### src/rtl/mmio_pkg.sv
// Shared MMIO definitions: window base, register offsets, ID constant,
// funct3 load/store encodings and the DUTY register layout. The CPU top
// imports this package too.
package mmio_pkg;

    localparam int unsigned XLEN = 32;

    localparam logic [23:0] MMIO_BASE  = 24'hFFFFFF;
    localparam logic [7:0]  OFF_MICROS = 8'hF0;
    localparam logic [7:0]  OFF_MILLIS = 8'hF4;
    localparam logic [7:0]  OFF_DUTY   = 8'hF8;
    localparam logic [7:0]  OFF_ID     = 8'hFC;
    localparam logic [31:0] MMIO_ID    = 32'h4D4D494F;

    localparam logic [2:0] F3_B  = 3'b000;
    localparam logic [2:0] F3_H  = 3'b001;
    localparam logic [2:0] F3_W  = 3'b010;
    localparam logic [2:0] F3_BU = 3'b100;
    localparam logic [2:0] F3_HU = 3'b101;

    typedef struct packed {
        logic [7:0] blue;
        logic [7:0] green;
        logic [7:0] red;
        logic [7:0] led;
    } duty_t;

    // Defined encoding with natural alignment; unsigned forms exist only for loads.
    function automatic logic access_ok(input logic [2:0] f3, input logic [1:0] lane,
                                       input logic is_load);
        case (f3)
            F3_B:    access_ok = 1'b1;
            F3_BU:   access_ok = is_load;
            F3_H:    access_ok = ~lane[0];
            F3_HU:   access_ok = is_load & ~lane[0];
            F3_W:    access_ok = (lane == 2'b00);
            default: access_ok = 1'b0;
        endcase
    endfunction

endpackage

### src/rtl/mmio_pwm_channel.sv
// One active-low PWM channel.
// Ports: clk, reset (sync, active-high), pwm_cnt (shared 8-bit counter),
//        pwm_wrap (counter == 255), duty (live duty byte), pad (registered, 0 = lit).
module pwm_channel (
    input  logic       clk,
    input  logic       reset,
    input  logic [7:0] pwm_cnt,
    input  logic       pwm_wrap,
    input  logic [7:0] duty,
    output logic       pad
);

    logic [7:0] shadow;

    // Shadow reloads only at the period boundary so a period never glitches.
    always_ff @(posedge clk) begin
        if (reset) begin
            shadow <= 8'd0;
            pad    <= 1'b1;
        end else begin
            if (pwm_wrap) begin
                shadow <= duty;
            end
            pad <= ~(pwm_cnt < shadow);
        end
    end

endmodule

### src/rtl/mmio_responder.sv
// Memory-mapped peripheral block: MICROS/MILLIS timers, a DUTY register
// driving four PWM pads, and an ID word, in the 0xFFFFFFxx window.
// Ports: clk, reset (sync, active-high), funct3, dmem_wren, dmem_address,
//        dmem_data_in (CPU side); dmem_data_out, mmio_sel (registered read
//        path); led, red, green, blue (active-low PWM pads).
module mmio_responder
    import mmio_pkg::*;
#(
    parameter int unsigned CLK_FREQ_HZ = 12000000
) (
    input  logic            clk,
    input  logic            reset,
    input  logic [2:0]      funct3,
    input  logic            dmem_wren,
    input  logic [XLEN-1:0] dmem_address,
    input  logic [XLEN-1:0] dmem_data_in,
    output logic [XLEN-1:0] dmem_data_out,
    output logic            mmio_sel,
    output logic            led,
    output logic            red,
    output logic            green,
    output logic            blue
);

    localparam int unsigned TICK_DIV = CLK_FREQ_HZ / 1000000;
    localparam int unsigned PRESC_W  = (TICK_DIV > 1) ? $clog2(TICK_DIV) : 1;
    localparam int unsigned MS_W     = 10;

    logic            hit;
    logic [7:0]      offset;
    logic [1:0]      lane;

    assign hit    = (dmem_address[31:8] == MMIO_BASE);
    assign offset = {dmem_address[7:2], 2'b00};
    assign lane   = dmem_address[1:0];

    // Microsecond tick and the two free-running time counters.
    logic [PRESC_W-1:0] presc;
    logic               us_tick;
    logic [MS_W-1:0]    ms_cnt;
    logic [XLEN-1:0]    micros;
    logic [XLEN-1:0]    millis;

    assign us_tick = (presc == PRESC_W'(TICK_DIV - 1));

    always_ff @(posedge clk) begin
        if (reset) begin
            presc  <= '0;
            ms_cnt <= '0;
            micros <= '0;
            millis <= '0;
        end else begin
            presc <= us_tick ? '0 : presc + PRESC_W'(1);
            if (us_tick) begin
                micros <= micros + 32'd1;
                if (ms_cnt == MS_W'(999)) begin
                    ms_cnt <= '0;
                    millis <= millis + 32'd1;
                end else begin
                    ms_cnt <= ms_cnt + MS_W'(1);
                end
            end
        end
    end

    // DUTY write: byte enables from width/lane, data replicated across lanes.
    duty_t           duty;
    logic [3:0]      wr_be;
    logic [XLEN-1:0] wr_data;

    always_comb begin
        wr_be   = 4'b0000;
        wr_data = dmem_data_in;
        case (funct3)
            F3_B:    wr_data = {4{dmem_data_in[7:0]}};
            F3_H:    wr_data = {2{dmem_data_in[15:0]}};
            default: wr_data = dmem_data_in;
        endcase
        if (dmem_wren && hit && (offset == OFF_DUTY) && access_ok(funct3, lane, 1'b0)) begin
            case (funct3)
                F3_B:    wr_be = 4'b0001 << lane;
                F3_H:    wr_be = lane[1] ? 4'b1100 : 4'b0011;
                default: wr_be = 4'b1111;
            endcase
        end
    end

    always_ff @(posedge clk) begin
        if (reset) begin
            duty <= '0;
        end else begin
            for (int i = 0; i < 4; i++) begin
                if (wr_be[i]) begin
                    duty[8*i +: 8] <= wr_data[8*i +: 8];
                end
            end
        end
    end

    // Read path: select word, shift lane down, then extend per funct3.
    logic [XLEN-1:0] rd_word;
    logic [XLEN-1:0] rd_shift;
    logic [XLEN-1:0] rd_value;

    always_comb begin
        case (offset)
            OFF_MICROS: rd_word = micros;
            OFF_MILLIS: rd_word = millis;
            OFF_DUTY:   rd_word = duty;
            OFF_ID:     rd_word = MMIO_ID;
            default:    rd_word = '0;
        endcase
        rd_shift = rd_word >> {lane, 3'b000};
        rd_value = '0;
        if (access_ok(funct3, lane, 1'b1)) begin
            case (funct3)
                F3_B:    rd_value = {{24{rd_shift[7]}}, rd_shift[7:0]};
                F3_BU:   rd_value = {24'h000000, rd_shift[7:0]};
                F3_H:    rd_value = {{16{rd_shift[15]}}, rd_shift[15:0]};
                F3_HU:   rd_value = {16'h0000, rd_shift[15:0]};
                default: rd_value = rd_word;
            endcase
        end
    end

    always_ff @(posedge clk) begin
        if (reset) begin
            dmem_data_out <= '0;
            mmio_sel      <= 1'b0;
        end else begin
            dmem_data_out <= hit ? rd_value : '0;
            mmio_sel      <= hit;
        end
    end

    // Shared PWM period counter; wrap marks the reload point for all channels.
    logic [7:0] pwm_cnt;
    logic       pwm_wrap;

    assign pwm_wrap = (pwm_cnt == 8'hFF);

    always_ff @(posedge clk) begin
        if (reset) begin
            pwm_cnt <= 8'd0;
        end else begin
            pwm_cnt <= pwm_cnt + 8'd1;
        end
    end

    pwm_channel u_led   (.clk(clk), .reset(reset), .pwm_cnt(pwm_cnt), .pwm_wrap(pwm_wrap),
                         .duty(duty.led),   .pad(led));
    pwm_channel u_red   (.clk(clk), .reset(reset), .pwm_cnt(pwm_cnt), .pwm_wrap(pwm_wrap),
                         .duty(duty.red),   .pad(red));
    pwm_channel u_green (.clk(clk), .reset(reset), .pwm_cnt(pwm_cnt), .pwm_wrap(pwm_wrap),
                         .duty(duty.green), .pad(green));
    pwm_channel u_blue  (.clk(clk), .reset(reset), .pwm_cnt(pwm_cnt), .pwm_wrap(pwm_wrap),
                         .duty(duty.blue),  .pad(blue));

endmodule

### config.mk
export PLATFORM = sky130hd
export DESIGN_NAME = mmio_responder
export DESIGN_NICKNAME = d
export VERILOG_FILES = /design/src/rtl/mmio_pkg.sv /design/src/rtl/mmio_pwm_channel.sv /design/src/rtl/mmio_responder.sv
export SDC_FILE = /design/constraint.sdc
export NUM_CORES = 1
export LEC_CHECK = 0
export BUFFER_PORTS_ARGS = -buffer_cell sky130_fd_sc_hd__buf_2
export CORE_MARGIN = 1.5
export CORE_UTILIZATION = 40
export CTS_CLUSTER_DIAMETER = 150
export DETAILED_ROUTE_END_ITERATION = 12
export GPL_ROUTABILITY_DRIVEN = 0
export HOLD_SLACK_MARGIN = 0.15
export PLACE_DENSITY = 0.61
export REMOVE_ABC_BUFFERS = 1
export SLEW_MARGIN = 15
export SYNTH_ARGS = -nofsm -noshare
export SYNTH_HDL_FRONTEND = slang
export SYNTH_SLANG_ARGS = --single-unit
### constraint.sdc
create_clock -name clk -period 2.8 [get_ports clk]
set_input_delay 0.56 -clock clk [delete_from_list [all_inputs] [get_ports clk]]
set_output_delay 0.56 -clock clk [all_outputs]
set_load 0.02 [all_outputs]
## Word-level counts from Yosys, hierarchy flattened

Cells that the tools add are included.

- Add/sub/neg operators: 5
- Multiply operators: 0
- Div/mod/pow operators: 0
- Order comparisons: 4
- Eq/ne operators: 12
- Shifts and indexed selects: 2
- Muxes and demuxes: 9
- Bitwise logic cells: 7
- Reductions and logical operators: 10

Operator list:

| operator | count |
|---|---|
| one-hot mux 32 bit (4 select lines) | 2 |
| adder 32 x 1 -> 32 bit (second input constant) | 2 |
| one-hot mux 32 bit (2 select lines) | 1 |
| less-than comparator 8 bit | 4 |
| right shift 32 x 5 -> 16 bit | 1 |
| == test 24 bit (second input constant) | 1 |
| == test 6 bit (second input constant) | 4 |
| adder 10 x 1 -> 10 bit (second input constant) | 1 |
| == test 10 bit (second input constant) | 1 |
| 2-to-1 mux 10 bit | 1 |
| adder 8 x 1 -> 8 bit (second input constant) | 1 |
| == test 8 bit (second input constant) | 1 |
| 2-to-1 mux 4 bit | 2 |
| one-hot mux 4 bit (2 select lines) | 1 |
| inverter 1 bit | 7 |
| == test 3 bit (second input constant) | 2 |
| one-hot mux 1 bit (3 select lines) | 2 |
| OR reduction 2 bit | 3 |
| adder 4 x 1 -> 4 bit (second input constant) | 1 |
| == test 4 bit (second input constant) | 1 |
| << shifter 1 x 2 -> 4 bit (first input constant) | 1 |
| == test 3 x 1 -> 1 bit (second input constant) | 1 |
| == test 3 x 2 -> 1 bit (second input constant) | 1 |
| logical AND 1 bit | 3 |
| 4 further kinds | 4 |

- Flip-flop bits (word level): 187
- Latch bits: 0
- RAM bits: 0
- Bits in read-only memories: 0
- Bits of input ports: 70
- Output and inout port bits: 37
- Logic and storage cells: 68
- Memories: 0

## Logic depth before layout (Yosys ltp)

Gate-level depths: netlist of run 1.

- Word-level depth: 5
- Gate-level depth with buffers: 9

## Cells and area by module

A second synthesis of run 1 with hierarchy kept.

- Cells, all modules: 1076
- Area, all modules: 9436.6 µm²

Modules (own cells, without submodules):

| module | times used | cells each | area an instance (µm²) | seq. area each (µm²) |
|---|---|---|---|---|
| mmio_responder | 1 | 876 | 7519.7 | 3022.9 |
| pwm_channel | 4 | 50 | 479.2 | 180.2 |

## Least setup slack after synthesis of run 1

No wires, ideal clock.

- Path type: input port to flip-flop
- From: in dmem_address[3]
- To: reg dmem_data_out[21]
- Arrival time: 2.137 ns
- Data required time: 2.668 ns
- Path slack: 0.531 ns
- Stages: 9
- Path buffers: 3
- Path through: buf_4 -> nor2b_1 -> buf_4 -> o2bb2ai_1 -> mux4_2 -> nand3b_1 -> a211o_1 -> buf_6 -> a21oi_1

- Word-level cells in the longest chain between the ends: 4
- Elaborated cells on any way between the ends: 7
- Classes of those cells: eq/ne: 4; shift: 1; mux: 2

RTL lines:

| element | line | text |
|---|---|---|
| from (decl) | mmio_responder.sv:15 | `input logic [XLEN-1:0] dmem_address,` |
| == test 6 bit | mmio_responder.sv:106 | `case (offset)` |
| one-hot mux 32 bit (4 select lines) (*) | mmio_responder.sv:106 |  |
| right shift 32 x 5 -> 16 bit | mmio_responder.sv:113 | `rd_shift = rd_word >> {lane, 3'b000};` |
| one-hot mux 32 bit (4 select lines) (*) | mmio_responder.sv:116 | `case (funct3)` |
| to (signal assigned) | mmio_responder.sv:131 | `dmem_data_out <= hit ? rd_value : '0;` |
| to (decl) | mmio_responder.sv:17 | `output logic [XLEN-1:0] dmem_data_out,` |

Every way passes the cells marked *; elsewhere a longest branch is shown, timed or not.
A chain may end at the register's enable or synchronous reset.

## Worst setup path after layout of run 1

- From: reg millis[11]
- To: reg millis[31]

- Word-level cells in the longest chain between the ends: 1

RTL lines:

| element | line | text |
|---|---|---|
| from (decl) | mmio_responder.sv:42 | `logic [XLEN-1:0] millis;` |
| from (signal assigned) | mmio_responder.sv:58 | `millis <= millis + 32'd1;` |
| adder 32 x 1 -> 32 bit | mmio_responder.sv:58 |  |

Every way passes these cells.

==> run_results.csv, run 1 <==
group,metric,value,unit
finish,postLayoutCellArea,11000,sq um
power_and_ir_drop,ir_worst_vdd,384,uV
setup_path,critPathKind,"reg2reg",
detailed_routing,wire_per_inst,18.2,um
logic_synthesis,syn_area,9430,sq um
timing,tightest_slew,0.730,ns
global_route,grt-ovfl-total,0,
clock_tree,ctsHoldBuffers,0,
global_route,grt_pass1_wl,43000,um
floorplanning,ioPinCount,107,
floorplanning,die_h,157,um
min_path,min_from,"dmem_data_in[19]",
clock_tree,clock_sinks,187,
min_path,holdPathEnd,"duty[19]",
finish,area_growth,16.4,%
power_and_ir_drop,p_comb_frac,0.065,
setup_path,rr_worst_depth,6,
global_route,antenna_found_initial,0,
detailed_routing,postRouteAntennaNets,0,
outcome,status,"completed",
setup_path,max_stage_delay,0.67,ns
place,pre_cts_ws,0.236,ns
clock_tree,cts_tree,"built",
timing,whs,0.402,ns
floorplanning,fp.dieW,157,um
detailed_routing,drt_first_pass_iters,5,
logic_synthesis,synth_area_per_cell,8.46,sq um
clock_tree,h-tree-depth,4,
power_and_ir_drop,p_leak,4.00,nW
setup_path,worstPathRequired,3.11,ns
power_and_ir_drop,powerDensity,513,nW/um^2
setup_path,end_kind,"register",
floorplanning,fp.coreArea,22900,sq um
logic_synthesis,synth_ff_type,"dfxtp_1",
detailed_routing,vias_per_cell,5.45,
logic_synthesis,yosysSeqAreaShare,0.397,
detailed_routing,initialDrtViolationCount,846,
timing,finalCritPeriodShare,0.867,
clock_tree,numCtsBuffers,17,
setup_path,cp-start-kind,"register",
clock_tree,clock_latency,0.45,ns
place,placed_cells,1498,
place,portBuffers,106,
finish,post-route-util,0.479,
timing,fmax,412,MHz
floorplanning,die_area,24500,sq um
timing,setup_viol,0,
logic_synthesis,yosys.cell_types.count,62,
min_path,min_path_type,"in2reg",
floorplanning,start_util,0.411,
power_and_ir_drop,p_int,4.19,mW
logic_synthesis,yosysWarnings,0,
place,placed_area,10300,sq um
place,dp_hpwl,20500,um
finish,nets,1307,
global_route,grt_max_degree,118,
finish,drive_above_1_share,0.176,
clock_tree,cts-root-buf,"clkbuf_16",
flow_run,cap_viol_max_count,0,
power_and_ir_drop,power_switching,1.44,mW
timing,setup_slack,0.372,ns
timing,maxSlewViolCount,0,
clock_tree,clk_pin_slew_worst_paths,0.08,ns
logic_synthesis,synth_cells,1115,
power_and_ir_drop,power_frac_seq,0.476,
logic_synthesis,ys_ff_latch,187,
detailed_routing,wirelength,27800,um
clock_tree,cts_resized,0,
floorplanning,rows,55,
setup_path,timing.rr.start,"millis[11]",
setup_path,cp.buffers_inverters,0,
setup_path,reg2reg_to,"millis[31]",
setup_path,cp_slowest_cell,"or4_4",
detailed_routing,drc,0,
power_and_ir_drop,clkPwrFrac,0.459,
setup_path,cp_data_arrival_time,2.74,ns
setup_path,worstPathCellList,"and4_4 > nand3_4 > or4_4 > nor4_1 > xnor2_1 > nor2_1",
finish,antenna_cells,0,
finish,final_cells,1530,
timing,finalHoldViolations,0,
timing,maxSlewHeadroom,0.513,
clock_tree,postCtsSetupBuffers,0,
setup_path,reg2reg_setup_slack,0.37,ns
global_route,gr-usage-all-layers,0.229,
timing,skew,0.0148,ns
logic_synthesis,synthArstFlopShare,0,
power_and_ir_drop,finalPower,5.63,mW
timing,period_needed,2.43,ns
power_and_ir_drop,swShare,0.256,
min_path,hold-path-cell-count,3,
timing,tns,0,ns
logic_synthesis,synth_edf_count,0,
setup_path,crit_family,"simple AND/OR/NAND/NOR gates",
setup_path,crit_path_max_fanout,12,
detailed_routing,vias,8338,
global_route,grt_pass1_vias,7603,
timing,rsz0062_at_grt,"no",
clock_tree,clockBufferDepth,2,
## state kept, by name (all words and copies together) (netlist names)
name / flops
dmem_data_out: 32
duty: 32
micros: 32
millis: 32
mmio_sel: 1
ms_cnt: 10
presc: 4
pwm_cnt: 8
u_blue.pad: 1
u_blue.shadow: 8
u_green.pad: 1
u_green.shadow: 8
u_led.pad: 1
u_led.shadow: 8
u_red.pad: 1
u_red.shadow: 8
## cell usage in the layout, fill, tap and decap left out, drive strengths merged, types with 9 or more instances in the layout
| master | n |
|---|---|
| nand2b | 12 |
| a22oi | 9 |
| nor2 | 126 |
| buf | 143 |
| a21o | 13 |
| nand4 | 26 |
| a211oi | 16 |
| dfxtp | 187 |
| ha | 33 |
| a211o | 9 |
| a21oi | 78 |
| inv | 48 |
| and3 | 9 |
| nor4 | 10 |
| or3 | 16 |
| nand2 | 140 |
| nor3 | 23 |
| o2bb2ai | 15 |
| clkbuf | 17 |
| mux2i | 51 |
| o21ai | 40 |
| xnor2 | 31 |
| xor2 | 33 |
| nand3 | 33 |
| mux2 | 13 |
## worst max-delay path by stage
stage,start,end,cells past startpoint
finish,millis[11],millis[31],6
global route,ms_cnt[0],millis[19],7
CTS,millis[11],millis[31],6
detailed placement,dmem_address[3],duty[29],8
global placement,dmem_address[2],dmem_data_out[8],8
floorplan,dmem_address[3],dmem_data_out[16],6
## area by class of cell
type                    count  area (sq um)
inverters                  41           154
repair buffers            143           848
clock inverters            15           203
clock buffers              17           425
flip-flops and latches    187          3740
multi-input cells         814          5210
fillers                  2251         11900
well taps                 313           392
## per-layer routing
layer  global-route usage  part of all wire
met1                0.320              0.46
met3               0.0374             0.059
met2                0.354              0.45
met4               0.0862             0.026
met5                    0                 0
## logic make-up after synthesis
kind of cell / count (synthesis) / share of synthesized area
fa+ha+maj: 33 / 0.0438
buf+inv: 114 / 0.0514
mux: 65 / 0.0721
xor+xnor: 64 / 0.0594
simple gates: 428 / 0.216
compound gates: 224 / 0.160
flops: 187 / 0.397
## synthesized netlist by cell type (3+ instances only)
cell	n	area share
and2_1	3	0.0020
buf_2	9	0.0048
nor2b_1	6	0.0040
nand2_1	140	0.056
buf_4	6	0.0048
buf_1	10	0.0040
a21oi_1	76	0.040
a22oi_1	9	0.0072
nor4_1	7	0.0046
or4_1	4	0.0032
nand4_1	26	0.017
and4_1	7	0.0065
inv_1	41	0.016
mux2_2	13	0.016
nor3_1	23	0.012
ha_1	33	0.044
o2bb2ai_1	15	0.014
nand3_1	32	0.017
a221oi_1	8	0.0074
a211oi_1	16	0.013
nor2_1	126	0.050
buf_6	3	0.0036
or2_2	3	0.0020
a311oi_1	8	0.0074
xnor2_1	31	0.029
dfxtp_1	187	0.40
a21o_1	13	0.010
or3_1	14	0.0093
o21ai_0	40	0.021
xor2_1	33	0.031
o221a_2	8	0.0096
nand2b_1	11	0.0073
clkbuf_1	45	0.018
o221ai_1	5	0.0046
a211o_1	9	0.0084
and3_1	9	0.0060
a221o_1	3	0.0032
mux2i_1	51	0.054
o311a_1	4	0.0042
## power by group through the flow
stage          logic [mW]  clock network [mW]  registers [mW]
3_5_place_dp        0.358                   0            2.74
6_report            0.363                2.59            2.68
2_1_floorplan       0.134                   0            2.75
4_1_cts             0.360                2.62            2.68
5_1_grt             0.391                2.73            2.68
3_3_place_gp        0.358                   0            2.74
## worst reg2reg max path: stages (launching register included)
cell and delay [ns]:
dfxtp_1 0.47, and4_4 0.31, nand3_4 0.12, or4_4 0.67
nor4_1 0.50, xnor2_1 0.18, nor2_1 0.05
Note: power is estimated with default switching activity, not from simulation.
==> run 2, diff against run 1 <==
--- a/config.mk
+++ b/config.mk
@@ -6,7 +6,7 @@
 export NUM_CORES = 1
 export LEC_CHECK = 0
 export BUFFER_PORTS_ARGS = -buffer_cell sky130_fd_sc_hd__buf_2
-export CORE_MARGIN = 1.5
+export CORE_MARGIN = 10
 export CORE_UTILIZATION = 40
 export CTS_CLUSTER_DIAMETER = 150
 export DETAILED_ROUTE_END_ITERATION = 12
==> run 2 against run 1 <==
Non-clock buffer count decreased by 2. First-iteration DRC count down 23%. Flip-flop and latch count is the same. Largest cell class unchanged. Combinational power is 1% lower. Critical endpoint is now millis[21]. Core utilization down 1.1 points. Die area increased by 23%. Via count fell by 0.92%. Clock power shrank 7%. Fmax fell by 4.9%. Critical path depth did not move.
==> run_results.csv, run 2 (same netlist as run 1, synthesis figures left out) <==
group,metric,value,unit
floorplanning,rows,56,
min_path,holdPathEnd,"duty[17]",
global_route,antenna_found_initial,1,
clock_tree,postCtsSetupBuffers,0,
detailed_routing,postRouteAntennaNets,0,
timing,setup_viol,0,
timing,finalCritPeriodShare,0.912,
floorplanning,die_area,30100,sq um
detailed_routing,drt_first_pass_iters,7,
power_and_ir_drop,p_leak,3.96,nW
global_route,gr-usage-all-layers,0.182,
clock_tree,ctsHoldBuffers,0,
timing,whs,0.408,ns
setup_path,critPathKind,"reg2reg",
setup_path,cp_slowest_cell,"or3_2",
setup_path,cp_data_arrival_time,2.93,ns
floorplanning,die_h,174,um
finish,layout_commonest_cell,"dfxtp_1",
finish,post-route-util,0.467,
outcome,status,"completed",
clock_tree,clk_pin_slew_worst_paths,0.08,ns
floorplanning,fp.coreArea,23300,sq um
global_route,grt_max_degree,85,
finish,layout_common_cells,"dfxtp_1, nand2_1, nor2_1",
clock_tree,clock_sinks,187,
setup_path,rr_worst_depth,6,
place,portBuffers,106,
setup_path,worstPathCellList,"ha_1 > nor4bb_1 > and4_1 > nand3_1 > or3_2 > a21oi_1",
timing,fmax,391,MHz
floorplanning,ioPinCount,107,
clock_tree,clock_latency,0.44,ns
timing,tightest_slew,0.570,ns
finish,area_growth,15.7,%
setup_path,reg2reg_setup_slack,0.25,ns
detailed_routing,wire_per_inst,18.0,um
min_path,hold-path-cell-count,3,
power_and_ir_drop,ir_worst_vdd,351,uV
detailed_routing,vias,8261,
finish,nets,1305,
detailed_routing,vias_per_cell,5.39,
clock_tree,cts_tree,"built",
finish,antenna_cells,0,
clock_tree,clockBufferDepth,2,
floorplanning,start_util,0.404,
timing,finalHoldViolations,0,
setup_path,timing.rr.start,"ms_cnt[0]",
detailed_routing,initialDrtViolationCount,653,
timing,skew,0.0139,ns
timing,rsz0062_at_grt,"no",
clock_tree,h-tree-depth,4,
clock_tree,cts-root-buf,"clkbuf_16",
flow_run,cap_viol_max_count,0,
setup_path,cp-start-kind,"register",
min_path,min_path_type,"in2reg",
setup_path,max_stage_delay,0.56,ns
setup_path,end_kind,"register",
global_route,grt_pass1_wl,44300,um
min_path,min_from,"dmem_data_in[17]",
floorplanning,fp.dieW,174,um
global_route,grt-ovfl-total,0,
setup_path,reg2reg_to,"millis[21]",
finish,drive_above_1_share,0.174,
power_and_ir_drop,powerDensity,500,nW/um^2
detailed_routing,drc,0,
timing,tns,0,ns
timing,period_needed,2.55,ns
timing,maxSlewHeadroom,0.620,
global_route,grt_pass1_vias,7840,
setup_path,crit_path_max_fanout,13,
power_and_ir_drop,finalPower,5.45,mW
setup_path,worstPathRequired,3.17,ns
detailed_routing,wirelength,27700,um
timing,maxSlewViolCount,0,
clock_tree,numCtsBuffers,17,
place,dp_hpwl,20900,um
clock_tree,cts_resized,0,
run 2: worst max-delay path by stage:
stage,startpoint,to,cells after the start
4_1_cts,ms_cnt[0],millis[21],6
3_5_place_dp,dmem_address[2],dmem_data_out[26],8
5_1_grt,ms_cnt[0],millis[21],6
2_1_floorplan,dmem_address[3],dmem_data_out[16],6
3_3_place_gp,dmem_address[2],dmem_data_out[23],8
6_report,ms_cnt[0],millis[21],6
run 2: power breakdown:
part | internal [mW] | switching [mW]
sequential | 2.67 | 0.0120
combinational | 0.145 | 0.214
clock | 1.20 | 1.21
run 2: critical path, delay by kind of cell, from the launching register on:
kind | cells | cell delay [ns]
adder cells (fa/ha/maj) | 1 | 0.21
flip-flops | 1 | 0.40
AND/OR/NAND/NOR | 4 | 1.73
AO/OA/AOI/OAI | 1 | 0.14
run 2: final cells by class:
class | count | area (sq um)
inverters | 41 | 154
well taps | 319 | 399
flip-flops and latches | 187 | 3740
repair buffers | 141 | 821
clock inverters | 14 | 151
multi-input cells | 814 | 5210
fillers | 2347 | 12400
clock buffers | 18 | 429
run 2: per-stage QoR:
stage                     cells  setup slack, ns  area [sq um]
final                      1534            0.246         10900
after detailed placement   1502            0.211         10300
after floorplan            1042            0.274          9100
after global placement     1502            0.265         10300
after CTS                  1534            0.231         10900
after global routing       1534           0.0473         10900
run 2: layer usage:
metal / part of all wire / wire, um / track usage / vias to the layer above
li1: - / - / - / 4117
met3: 0.062 / 1730 / 0.0423 / 35
met5: 0 / 0 / 0 / -
met2: 0.46 / 12700 / 0.285 / 227
met4: 0.021 / 586 / 0.0550 / 0
met1: 0.46 / 12700 / 0.244 / 3882
